<file path="src/rtl/axi_enhanced_rx_route_ctrl_if.sv">
// rtl/axi_enhanced_rx_route_ctrl_if.sv - upstream RX stream plus four-way egress valid/ready bundle
// master drives the upstream stream and egress readies; slave is the route controller.
interface axi_enhanced_rx_route_ctrl_if #(
  parameter int C_DATA_WIDTH = 64
);
  logic [C_DATA_WIDTH-1:0] s_axis_rx_tdata;
  logic                    s_axis_rx_tvalid;
  logic                    s_axis_rx_tready;
  logic                    s_axis_rx_tlast;
  logic [3:0]              dst_tvalid;
  logic [3:0]              dst_tready;

  modport master (
    output s_axis_rx_tdata, s_axis_rx_tvalid, s_axis_rx_tlast, dst_tready,
    input  s_axis_rx_tready, dst_tvalid
  );

  modport slave (
    input  s_axis_rx_tdata, s_axis_rx_tvalid, s_axis_rx_tlast, dst_tready,
    output s_axis_rx_tready, dst_tvalid
  );
endinterface

</file>
<file path="src/rtl/axi_enhanced_rx_route_ctrl.sv">
// rtl/axi_enhanced_rx_route_ctrl.sv - packet steering to CR/CW/RC/CFG with drop and stall detection
// The route is locked from the header beat and held until the tlast beat is accepted.
module axi_enhanced_rx_route_ctrl #(
  parameter int    C_DATA_WIDTH  = 64,
  parameter string C_ROOT_PORT   = "FALSE",
  parameter int    C_STALL_LIMIT = 1024,
  parameter int    C_CNT_WIDTH   = 16,
  parameter int    TCQ           = 1
) (
  input  logic                         com_iclk,
  input  logic                         com_sysrst,
  axi_enhanced_rx_route_ctrl_if.slave  rx,
  input  logic                         is_msi_trn,
  input  logic                         cfg_req,
  input  logic                         trn_lnk_up,
  output logic [3:0]                   route_sel,
  output logic                         busy,
  output logic [C_CNT_WIDTH-1:0]       drop_cnt,
  output logic                         stall_err
);

  localparam bit ROOT_PORT = (C_ROOT_PORT == "TRUE") ? 1'b1 : 1'b0;
  localparam int SW = $clog2(C_STALL_LIMIT + 1);
  localparam logic [SW-1:0] STALL_LIMIT = SW'(C_STALL_LIMIT);
  localparam logic [3:0] R_CR  = 4'b0001;
  localparam logic [3:0] R_CW  = 4'b0010;
  localparam logic [3:0] R_RC  = 4'b0100;
  localparam logic [3:0] R_CFG = 4'b1000;
  localparam int unused_tcq = TCQ;

  typedef enum logic [1:0] {S_IDLE, S_ROUTE, S_DROP} state_t;

  state_t                 state_q;
  logic [3:0]             route_sel_q;
  logic                   busy_q;
  logic [C_CNT_WIDTH-1:0] drop_cnt_q;
  logic [SW-1:0]          stall_cnt_q, stall_cnt_d;
  logic                   stall_err_q, stall_err_d;

  logic [6:0] ft;
  logic [3:0] dec_route;
  logic       tready;
  logic       accepted;
  logic       last_accepted;
  logic       unused_tdata;

  assign ft            = rx.s_axis_rx_tdata[30:24];
  assign unused_tdata  = ^rx.s_axis_rx_tdata;

  // Ready depends only on registered state and egress readies, never on tvalid.
  assign tready        = (state_q == S_DROP) | (|(route_sel_q & rx.dst_tready));
  assign accepted      = rx.s_axis_rx_tvalid & tready;
  assign last_accepted = accepted & rx.s_axis_rx_tlast;

  assign rx.s_axis_rx_tready = tready;
  assign rx.dst_tvalid       = route_sel_q & {4{rx.s_axis_rx_tvalid}};
  assign route_sel           = route_sel_q;
  assign busy                = busy_q;
  assign drop_cnt            = drop_cnt_q;
  assign stall_err           = stall_err_q;

  // A zero result means the packet is dropped.
  always_comb begin
    dec_route = 4'b0000;
    if (!trn_lnk_up) begin
      dec_route = 4'b0000;
    end else if (ft[6] && ft[4:0] == 5'b00000 && ROOT_PORT && is_msi_trn) begin
      dec_route = R_CFG;
    end else if (!ft[6] && (ft[4:0] == 5'b00000 || ft[4:0] == 5'b00001 || ft[4:0] == 5'b00010)) begin
      dec_route = R_CR;
    end else if (ft[6] && (ft[4:0] == 5'b00000 || ft[4:0] == 5'b00010)) begin
      dec_route = R_CW;
    end else if (ft[4:0] == 5'b01010 || ft[4:0] == 5'b01011) begin
      dec_route = cfg_req ? R_CFG : R_RC;
    end else if (ft[4:3] == 2'b10) begin
      dec_route = R_CFG;
    end
  end

  always_ff @(posedge com_iclk) begin
    if (com_sysrst) begin
      state_q     <= S_IDLE;
      route_sel_q <= 4'b0000;
      busy_q      <= 1'b0;
      drop_cnt_q  <= '0;
    end else begin
      case (state_q)
        S_IDLE: begin
          if (rx.s_axis_rx_tvalid) begin
            busy_q <= 1'b1;
            if (dec_route == 4'b0000) begin
              state_q <= S_DROP;
              if (drop_cnt_q != '1) drop_cnt_q <= drop_cnt_q + 1'b1;
            end else begin
              state_q     <= S_ROUTE;
              route_sel_q <= dec_route;
            end
          end
        end
        S_ROUTE, S_DROP: begin
          if (last_accepted) begin
            state_q     <= S_IDLE;
            route_sel_q <= 4'b0000;
            busy_q      <= 1'b0;
          end
        end
        default: begin
          state_q     <= S_IDLE;
          route_sel_q <= 4'b0000;
          busy_q      <= 1'b0;
        end
      endcase
    end
  end

  // Counter saturates at the limit so the error fires once per stall episode.
  always_comb begin
    stall_cnt_d = stall_cnt_q;
    if (state_q != S_ROUTE || accepted) begin
      stall_cnt_d = '0;
    end else if (rx.s_axis_rx_tvalid && stall_cnt_q != STALL_LIMIT) begin
      stall_cnt_d = stall_cnt_q + 1'b1;
    end
    stall_err_d = (stall_cnt_d == STALL_LIMIT) && (stall_cnt_q != STALL_LIMIT);
  end

  always_ff @(posedge com_iclk) begin
    if (com_sysrst) begin
      stall_cnt_q <= '0;
      stall_err_q <= 1'b0;
    end else begin
      stall_cnt_q <= stall_cnt_d;
      stall_err_q <= stall_err_d;
    end
  end

endmodule
</file>
<file path="src/flat_wrapper.sv">
// flat-port wrapper written by rule: the top's interface ports become plain ports
module axi_enhanced_rx_route_ctrl_flat 
#(
  parameter int    C_DATA_WIDTH  = 64,
  parameter string C_ROOT_PORT   = "     ",
  parameter int    C_STALL_LIMIT = 1024,
  parameter int    C_CNT_WIDTH   = 16,
  parameter int    TCQ           = 1
)
  (com_iclk, com_sysrst, is_msi_trn, cfg_req, trn_lnk_up, route_sel, busy, drop_cnt, stall_err, rx_s_axis_rx_tdata, rx_s_axis_rx_tvalid, rx_s_axis_rx_tlast, rx_dst_tready, rx_s_axis_rx_tready, rx_dst_tvalid);
  axi_enhanced_rx_route_ctrl_if #(.C_DATA_WIDTH(C_DATA_WIDTH)) rx_i ();
  input  logic com_iclk;
  input  logic com_sysrst;
  input  logic is_msi_trn;
  input  logic cfg_req;
  input  logic trn_lnk_up;
  output logic [3:0] route_sel;
  output logic busy;
  output logic [C_CNT_WIDTH-1:0] drop_cnt;
  output logic stall_err;
  input wire logic [$bits(rx_i.s_axis_rx_tdata)-1:0] rx_s_axis_rx_tdata;
  input wire logic [$bits(rx_i.s_axis_rx_tvalid)-1:0] rx_s_axis_rx_tvalid;
  input wire logic [$bits(rx_i.s_axis_rx_tlast)-1:0] rx_s_axis_rx_tlast;
  input wire logic [$bits(rx_i.dst_tready)-1:0] rx_dst_tready;
  output wire logic [$bits(rx_i.s_axis_rx_tready)-1:0] rx_s_axis_rx_tready;
  output wire logic [$bits(rx_i.dst_tvalid)-1:0] rx_dst_tvalid;
  assign rx_i.s_axis_rx_tdata = rx_s_axis_rx_tdata;
  assign rx_i.s_axis_rx_tvalid = rx_s_axis_rx_tvalid;
  assign rx_i.s_axis_rx_tlast = rx_s_axis_rx_tlast;
  assign rx_i.dst_tready = rx_dst_tready;
  assign rx_s_axis_rx_tready = rx_i.s_axis_rx_tready;
  assign rx_dst_tvalid = rx_i.dst_tvalid;
  axi_enhanced_rx_route_ctrl #(.C_DATA_WIDTH(C_DATA_WIDTH), .C_ROOT_PORT(C_ROOT_PORT), .C_STALL_LIMIT(C_STALL_LIMIT), .C_CNT_WIDTH(C_CNT_WIDTH), .TCQ(TCQ)) u_core (.com_iclk(com_iclk), .com_sysrst(com_sysrst), .rx(rx_i), .is_msi_trn(is_msi_trn), .cfg_req(cfg_req), .trn_lnk_up(trn_lnk_up), .route_sel(route_sel), .busy(busy), .drop_cnt(drop_cnt), .stall_err(stall_err));
endmodule
</file>
<file path="config.mk">
export PLATFORM = sky130hd
export DESIGN_NAME = axi_enhanced_rx_route_ctrl_flat
export DESIGN_NICKNAME = d
export VERILOG_FILES = /design/src/rtl/axi_enhanced_rx_route_ctrl_if.sv /design/src/rtl/axi_enhanced_rx_route_ctrl.sv /design/src/flat_wrapper.sv
export SDC_FILE = /design/constraint.sdc
export NUM_CORES = 1
export LEC_CHECK = 0
export CAP_MARGIN = 20
export CORE_MARGIN = 2
export CORE_UTILIZATION = 44
export CTS_BUF_LIST = sky130_fd_sc_hd__clkbuf_8
export CTS_CLUSTER_DIAMETER = 100
export DETAILED_ROUTE_END_ITERATION = 10
export PLACE_DENSITY = 0.88
export SYNTH_ARGS = -nofsm -noshare
export SYNTH_HDL_FRONTEND = slang
export SYNTH_SLANG_ARGS = --single-unit
</file>
<file path="constraint.sdc">
create_clock -name com_iclk -period 4.55 [get_ports com_iclk]
set_input_delay 1.1375 -clock com_iclk [delete_from_list [all_inputs] [get_ports com_iclk]]
set_output_delay 1.1375 -clock com_iclk [all_outputs]
set_load 0.005 [all_outputs]
</file>
==> impl_metrics.csv, run 1 <==
group,metric,value,unit
clocking,cts_max_path_buffers,2,
cells_and_area,multi_input_comb_area,1170,um^2
pwr,power_frac_clock,31.8,%
timing,maxSlewHeadroom,44.5,%
timing,slew_violations,0,
cells_and_area,area_taken_by_flip_flops_and_latches,701,um^2
grt,grt_start_max_net_pins,23,
clocking,cts.sinks,35,
timing,setup_repair_after_global_routing_missed_its_margin,"false",
logic_synthesis,post_synth_inst_count,234,
cells_and_area,nets,356,
pwr,power.leakage,0.912,nW
logic_synthesis,ys_seq_area_share,35.8,%
grt,globalRouteTotalUtil,18.0,%
clocking,clk_pin_slew,0.07,ns
grt,vias_in_the_first_global_route,1624,
setup_path,regToRegStartpoint,"u_core.state_q[0]",
logic_synthesis,synth_async_sr_flop_share,0,%
floorplanning,boundaryPins,102,
clocking,later_pin_clock_latency_in_the_skew_report,0.29,ns
place,hpwl,3.14,mm
drt,post_drt_wl_per_cell,13.3,um
clocking,clock-root-buffer,"clkbuf_8",
clocking,cts-htree-levels,2,
status,outcome,"completed",
floorplanning,die-area,5000,um^2
timing,final_min_period_over_clock_period,81.8,%
floorplanning,die-width,70.7,um
logic_synthesis,syn-mean-instance-area,8.37,um^2
cells_and_area,drive_above_1_share,9.42,%
setup_path,worst_setup_path_end_kind,"output port",
floorplanning,core-area,4320,um^2
clocking,tritoncts_clock_tree,"yes",
drt,drtIter0Drc,111,
timing,clock_skew,0.00372,ns
pwr,pwr-share-comb,25.6,%
logic_synthesis,synth-edff-count,0,
pwr,seqPwrFrac,42.7,%
timing,hold_viol_final,0,
timing,finalSetupTns,0,ns
setup_path,r2r_setup_slk,2.38,ns
logic_synthesis,yosys_register_bits,35,
grt,number_of_antenna_violations_at_the_first_check_in_global_routing,0,
logic_synthesis,synthFlopType,"dfxtp_1",
setup_path,critical_path.max_fanout,15,
clocking,cts_hold_buf,0,
logic_synthesis,syn-num-nets,315,
setup_path,worstSetupStartpointType,"input port",
floorplanning,floorplan.rows,24,
pwr,netSwitchingFraction,29.6,%
setup_path,timing_worst_setup_path_type,"input port to output port",
timing,max_freq,0.269,GHz
drt,dr_total_vias,1774,
drt,first_pass_iters,5,
setup_path,regToRegEndpoint,"u_core.drop_cnt[15]",
drt,vias_per_cell,5.41,
clocking,cts_buf_count,5,
drt,routed_antenna_nets,0,
grt,overflow_left_after_global_routing,0,
place,place_congestion,0.804,
cells_and_area,num-fill-cells,396,
pwr,net_switching_component_of_the_power,0.234,mW
pwr,power_per_cell_area,315,nW/um^2
cells_and_area,layout-area-overhead-vs-synth,28.0,%
pwr,power.total,0.790,mW
hold_path,hold_path_depth,2,
place,io_buffers,42,
floorplanning,die_height,70.7,um
clocking,cts.repair_timing.setup_buffer_count,0,
setup_path,critPathRequiredTime,3.41,ns
timing,timing_worst_slew_pin_value,0.830,ns
cells_and_area,antennaDiodeCount,0,
pwr,max-vdd-ir-drop,0.000289,V
setup_path,arrival,2.58,ns
logic_synthesis,synth.cell_area,1960,um^2
hold_path,holdCritStartpoint,"u_core.drop_cnt[15]",
drt,total_detailed_routing_wirelength,4.35,mm
floorplanning,initial_cell_density_of_the_core,45.3,%
timing,layout_min_cycle_time,3.72,ns
hold_path,hold_path.class,"flop to flop",
clocking,post_cts_resize_count,0,
hold_path,hold_end,"u_core.drop_cnt[15]",
timing,setup_viol_count_final,0,
setup_path,r2r.worst_path.cells,9,
pwr,cellInternalPower,0.556,mW
drt,drc,0,
grt,first_pass_grt_wire_length,7.34,mm
logic_synthesis,yosys_warnings,0,
cells_and_area,post-route-util,58.0,%
job,max-cap-violations,0,
logic_synthesis,synth_cell_types,51,
==> worst max-delay path: stages <==
cell             delay, ns
clkdlybuf4s50_1       0.74
and2_1                0.20
clkdlybuf4s50_1       0.50
==> flip-flops by register name (all words and copies together) (netlist names) <==
| register | count |
|---|---|
| u_core.busy | 1 |
| u_core.drop_cnt | 16 |
| u_core.route_sel | 4 |
| u_core.stall_cnt_q | 11 |
| u_core.stall_err | 1 |
| u_core.state_q | 2 |
==> cell usage after synthesis (5+ instances only) <==
library cell	instances	area [um^2]
nand2_1	18	67.6
inv_1	10	37.5
nand3_1	6	30.0
ha_1	6	75.1
dfxtp_1	35	701
nand4_1	6	37.5
xnor2_1	6	52.6
a21oi_1	9	45.0
or3_1	5	31.3
nand3_2	7	70.1
nor2_1	39	146
xor2_1	16	140
and2_1	5	31.3
==> layer usage <==
metal  part of all wire, %  wire length, um  track usage (%)  vias to the layer above
met4                   1.4               61             6.71                        0
met3                   3.7              161             4.42                        7
met5                     0                0                0                        -
met2                    50             2190             30.4                       30
li1                      -                -                -                      898
met1                    45             1940             22.3                      839
==> power by group through the flow <==
stage                     combinational [mW]  clock (mW)  sequential [mW]
after floorplan                        0.123           0            0.342
final                                  0.202       0.251            0.337
after global routing                   0.222       0.270            0.339
after detailed placement               0.202           0            0.343
after CTS                              0.204       0.260            0.337
after global placement                 0.194           0            0.343
==> how the worst max path moves through the flow <==
stage / startpoint / to / slack (ns) / cells after the start
after detailed placement: rx_s_axis_rx_tvalid / rx_dst_tvalid[1] / 0.82 / 3
after global routing: rx_s_axis_rx_tvalid / rx_dst_tvalid[1] / 0.74 / 3
after global placement: rx_dst_tready[0] / rx_s_axis_rx_tready / 0.82 / 4
after floorplan: rx_dst_tready[0] / rx_s_axis_rx_tready / 1.80 / 2
after CTS: rx_s_axis_rx_tvalid / rx_dst_tvalid[1] / 0.82 / 3
final: rx_s_axis_rx_tvalid / rx_dst_tvalid[1] / 0.83 / 3
==> cell usage in the layout (no fill, tap or decap), types with 2 or more instances in the layout <==
cell             netlist  routed
nand3b_1               2       2
o21ai_0                4       4
a31oi_1                2       2
a22oi_1                2       2
a21oi_1                9       9
a211oi_1               2       2
ha_1                   6       6
xor2_1                16      16
clkdlybuf4s50_1        0      42
nor4_1                 2       2
xnor2_1                6       6
nand3_1                6       6
a21oi_2                2       2
nand4_1                6       6
o21ai_1                2       2
nand3_2                7       7
or3_1                  5       5
mux2i_1                3       3
and3_2                 2       2
nand2_1               18      18
nor3_1                 3       3
clkbuf_8               0       7
and2_1                 5       5
nor2_1                39      39
a21boi_0               3       3
dfxtp_1               35      35
a32o_1                 3       3
inv_1                 10      10
nor2b_1                2       2
and3_1                 4       4
==> per-stage QoR <==
step	hold slack (ns)	cell area [um^2]	setup WS, ns	std cells
after floorplan	0.486	1960	1.80	234
after detailed placement	0.495	2400	0.817	320
after CTS	0.513	2510	0.816	328
final	0.517	2510	0.828	328
after global placement	0.491	2400	0.822	320
after global routing	0.538	2510	0.737	328
==> cell type report <==
class	instances	share of cell area [%]
well taps	52	2.59
inverters	10	1.50
flip-flops and latches	35	27.9
multi-input cells	180	46.8
repair buffers	43	17.1
clock inverters	1	0.299
clock buffers	7	3.84
==> cell families after synthesis <==
family,Yosys count,share of synthesized area [%]
buffers and inverters,19,4.41
DFF,35,35.8
xor gates and xnor gates,22,9.83
adders and majority gates,6,3.83
muxes,4,2.11
AOI/OAI and AO/OA,38,14.1
and+or+nand+nor,110,29.9
Note: power is estimated with default switching activity, not from simulation.
==> run 2: changes to the inputs <==
Settings changed: CORE_UTILIZATION 44 to 37, PLACE_DENSITY 0.88 to 0.79.
Clock period 4.55 ns to 3 ns, I/O delays scaled along.
==> impl_metrics.csv, run 2 (synthesis gave the netlist of run 1 again) <==
group,metric,value,unit
status,outcome,"completed",
timing,layout_min_cycle_time,2.90,ns
setup_path,regToRegEndpoint,"u_core.drop_cnt[15]",
cells_and_area,stdcell_area,2550,um^2
setup_path,arrival,2.15,ns
clocking,cts_max_path_buffers,2,
clocking,clock-root-buffer,"clkbuf_8",
clocking,cts_buf_count,5,
drt,total_detailed_routing_wirelength,4.34,mm
drt,first_pass_iters,6,
grt,vias_in_the_first_global_route,1742,
clocking,tritoncts_clock_tree,"yes",
floorplanning,core-area,5110,um^2
place,place_congestion,0.767,
hold_path,holdCritStartpoint,"u_core.busy",
place,preCtsSetupSlack,0.0848,ns
setup_path,r2r_setup_slk,0.96,ns
timing,setup_repair_after_global_routing_missed_its_margin,"false",
place,postPlaceCellArea,2460,um^2
clocking,cts.repair_timing.setup_buffer_count,0,
pwr,seqPwrFrac,43.9,%
drt,drtIter0Drc,69,
clocking,cts.sinks,35,
clocking,later_pin_clock_latency_in_the_skew_report,0.28,ns
drt,vias_per_cell,5.12,
pwr,max-vdd-ir-drop,0.000258,V
setup_path,timing_worst_setup_path_type,"input port to output port",
setup_path,worst_setup_path_end_kind,"output port",
cells_and_area,drive_above_1_share,10.7,%
setup_path,worstSetupStartpointType,"input port",
cells_and_area,layout_common_cells,"clkdlybuf4s50_1, nor2_1, dfxtp_1, nand2_1, xor2_1",
floorplanning,die_height,76.8,um
pwr,power.total,1.16,mW
timing,setup_viol_count_final,0,
drt,drc,0,
cells_and_area,final_common_cell,"clkdlybuf4s50_1",
timing,max_freq,0.345,GHz
cells_and_area,antennaDiodeCount,0,
timing,final.setup.worst_slack,0.104,ns
cells_and_area,nets,361,
timing,timing_worst_slew_pin_value,0.376,ns
timing,clock_skew,0.00227,ns
timing,final_min_period_over_clock_period,96.5,%
timing,slew_violations,0,
setup_path,r2r.worst_path.cells,8,
timing,finalSetupTns,0,ns
timing,hold_viol_final,0,
floorplanning,floorplan.rows,26,
clocking,post_cts_resize_count,0,
floorplanning,initial_cell_density_of_the_core,38.4,%
drt,routed_antenna_nets,0,
hold_path,hold_path.class,"flop to flop",
grt,overflow_left_after_global_routing,0,
job,max-cap-violations,0,
cells_and_area,largest_reg_flops,16,
floorplanning,boundaryPins,102,
setup_path,critical_path.max_fanout,2,
clocking,clk_pin_slew,0.07,ns
timing,maxSlewHeadroom,74.7,%
pwr,netSwitchingFraction,29.3,%
place,hpwl,3.26,mm
pwr,pwr-share-comb,26.6,%
floorplanning,die-area,5890,um^2
grt,globalRouteTotalUtil,15.4,%
grt,first_pass_grt_wire_length,7.60,mm
pwr,power_per_cell_area,456,nW/um^2
setup_path,critPathRequiredTime,2.25,ns
drt,post_drt_wl_per_cell,12.4,um
clocking,cts-htree-levels,2,
clocking,cts_hold_buf,0,
hold_path,hold_path_depth,2,
hold_path,hold_end,"u_core.busy",
cells_and_area,layout-area-overhead-vs-synth,30.2,%
place,io_buffers,42,
pwr,power.leakage,0.932,nW
pwr,cellInternalPower,0.822,mW
grt,number_of_antenna_violations_at_the_first_check_in_global_routing,0,
drt,dr_total_vias,1793,
setup_path,regToRegStartpoint,"u_core.state_q[0]",
floorplanning,die-width,76.8,um
pwr,net_switching_component_of_the_power,0.340,mW
pwr,power_frac_clock,29.4,%
grt,grt_start_max_net_pins,22,
-- run 2: cell types whose count changed in the layout (fill, tap and decap cells not counted) --
cell        before  now
clkinvlp_4       1    0
clkinv_2         0    1
clkbuf_8         7    6
buf_4            1    6
-- run 2: area by class of cell --
cell class	instances	area, um^2
fill	504	2560
multi-input combinational	180	1170
sequential	35	701
timing repair buffer	48	465
tap	70	87.6
clock buffer	6	82.6
inverter	10	37.5
clock inverter	1	5.00
-- run 2: metrics by stage --
| stage | instances | hold WS [ns] | utilization, % |
|---|---|---|---|
| floorplan | 234 | 0.486 | - |
| global placement | 343 | 0.498 | 48.2 |
| detailed placement | 343 | 0.500 | 48.2 |
| CTS | 350 | 0.521 | 50.0 |
| global route | 350 | 0.559 | 50.0 |
| finish | 350 | 0.517 | 50.0 |
-- run 2: worst max-delay path by stage --
stage	start	end	slack (ns)	depth (start not counted)
after global routing	rx_dst_tready[0]	rx_s_axis_rx_tready	0.01	4
after CTS	rx_dst_tready[0]	rx_s_axis_rx_tready	0.08	4
after detailed placement	rx_dst_tready[0]	rx_s_axis_rx_tready	0.08	4
after floorplan	rx_dst_tready[0]	rx_s_axis_rx_tready	1.02	2
after global placement	rx_dst_tready[0]	rx_s_axis_rx_tready	0.09	4
final	rx_dst_tready[0]	rx_s_axis_rx_tready	0.10	4
-- run 2: power by group through the flow --
stage	sequential (mW)	combinational, mW	clock, mW
6_report	0.511	0.310	0.342
5_1_grt	0.515	0.342	0.373
4_1_cts	0.511	0.311	0.355
3_5_place_dp	0.521	0.310	0
3_3_place_gp	0.521	0.305	0
2_1_floorplan	0.519	0.187	0
-- run 2: worst max-delay path, cell delays in order --
cell and delay, ns:
clkdlybuf4s50_1 0.40, a222oi_1 0.39, nand2_1 0.13, clkdlybuf4s50_1 0.47
-- run 2: layer usage --
layer | up-vias | part of all wire, % | GRT usage (%) | routed length (um)
li1 | 908 | - | - | -
met1 | 844 | 44 | 17.0 | 1920
met2 | 33 | 50 | 28.1 | 2190
met3 | 8 | 3.9 | 4.12 | 168
met4 | 0 | 1.4 | 5.82 | 62
met5 | - | 0 | 0 | 0
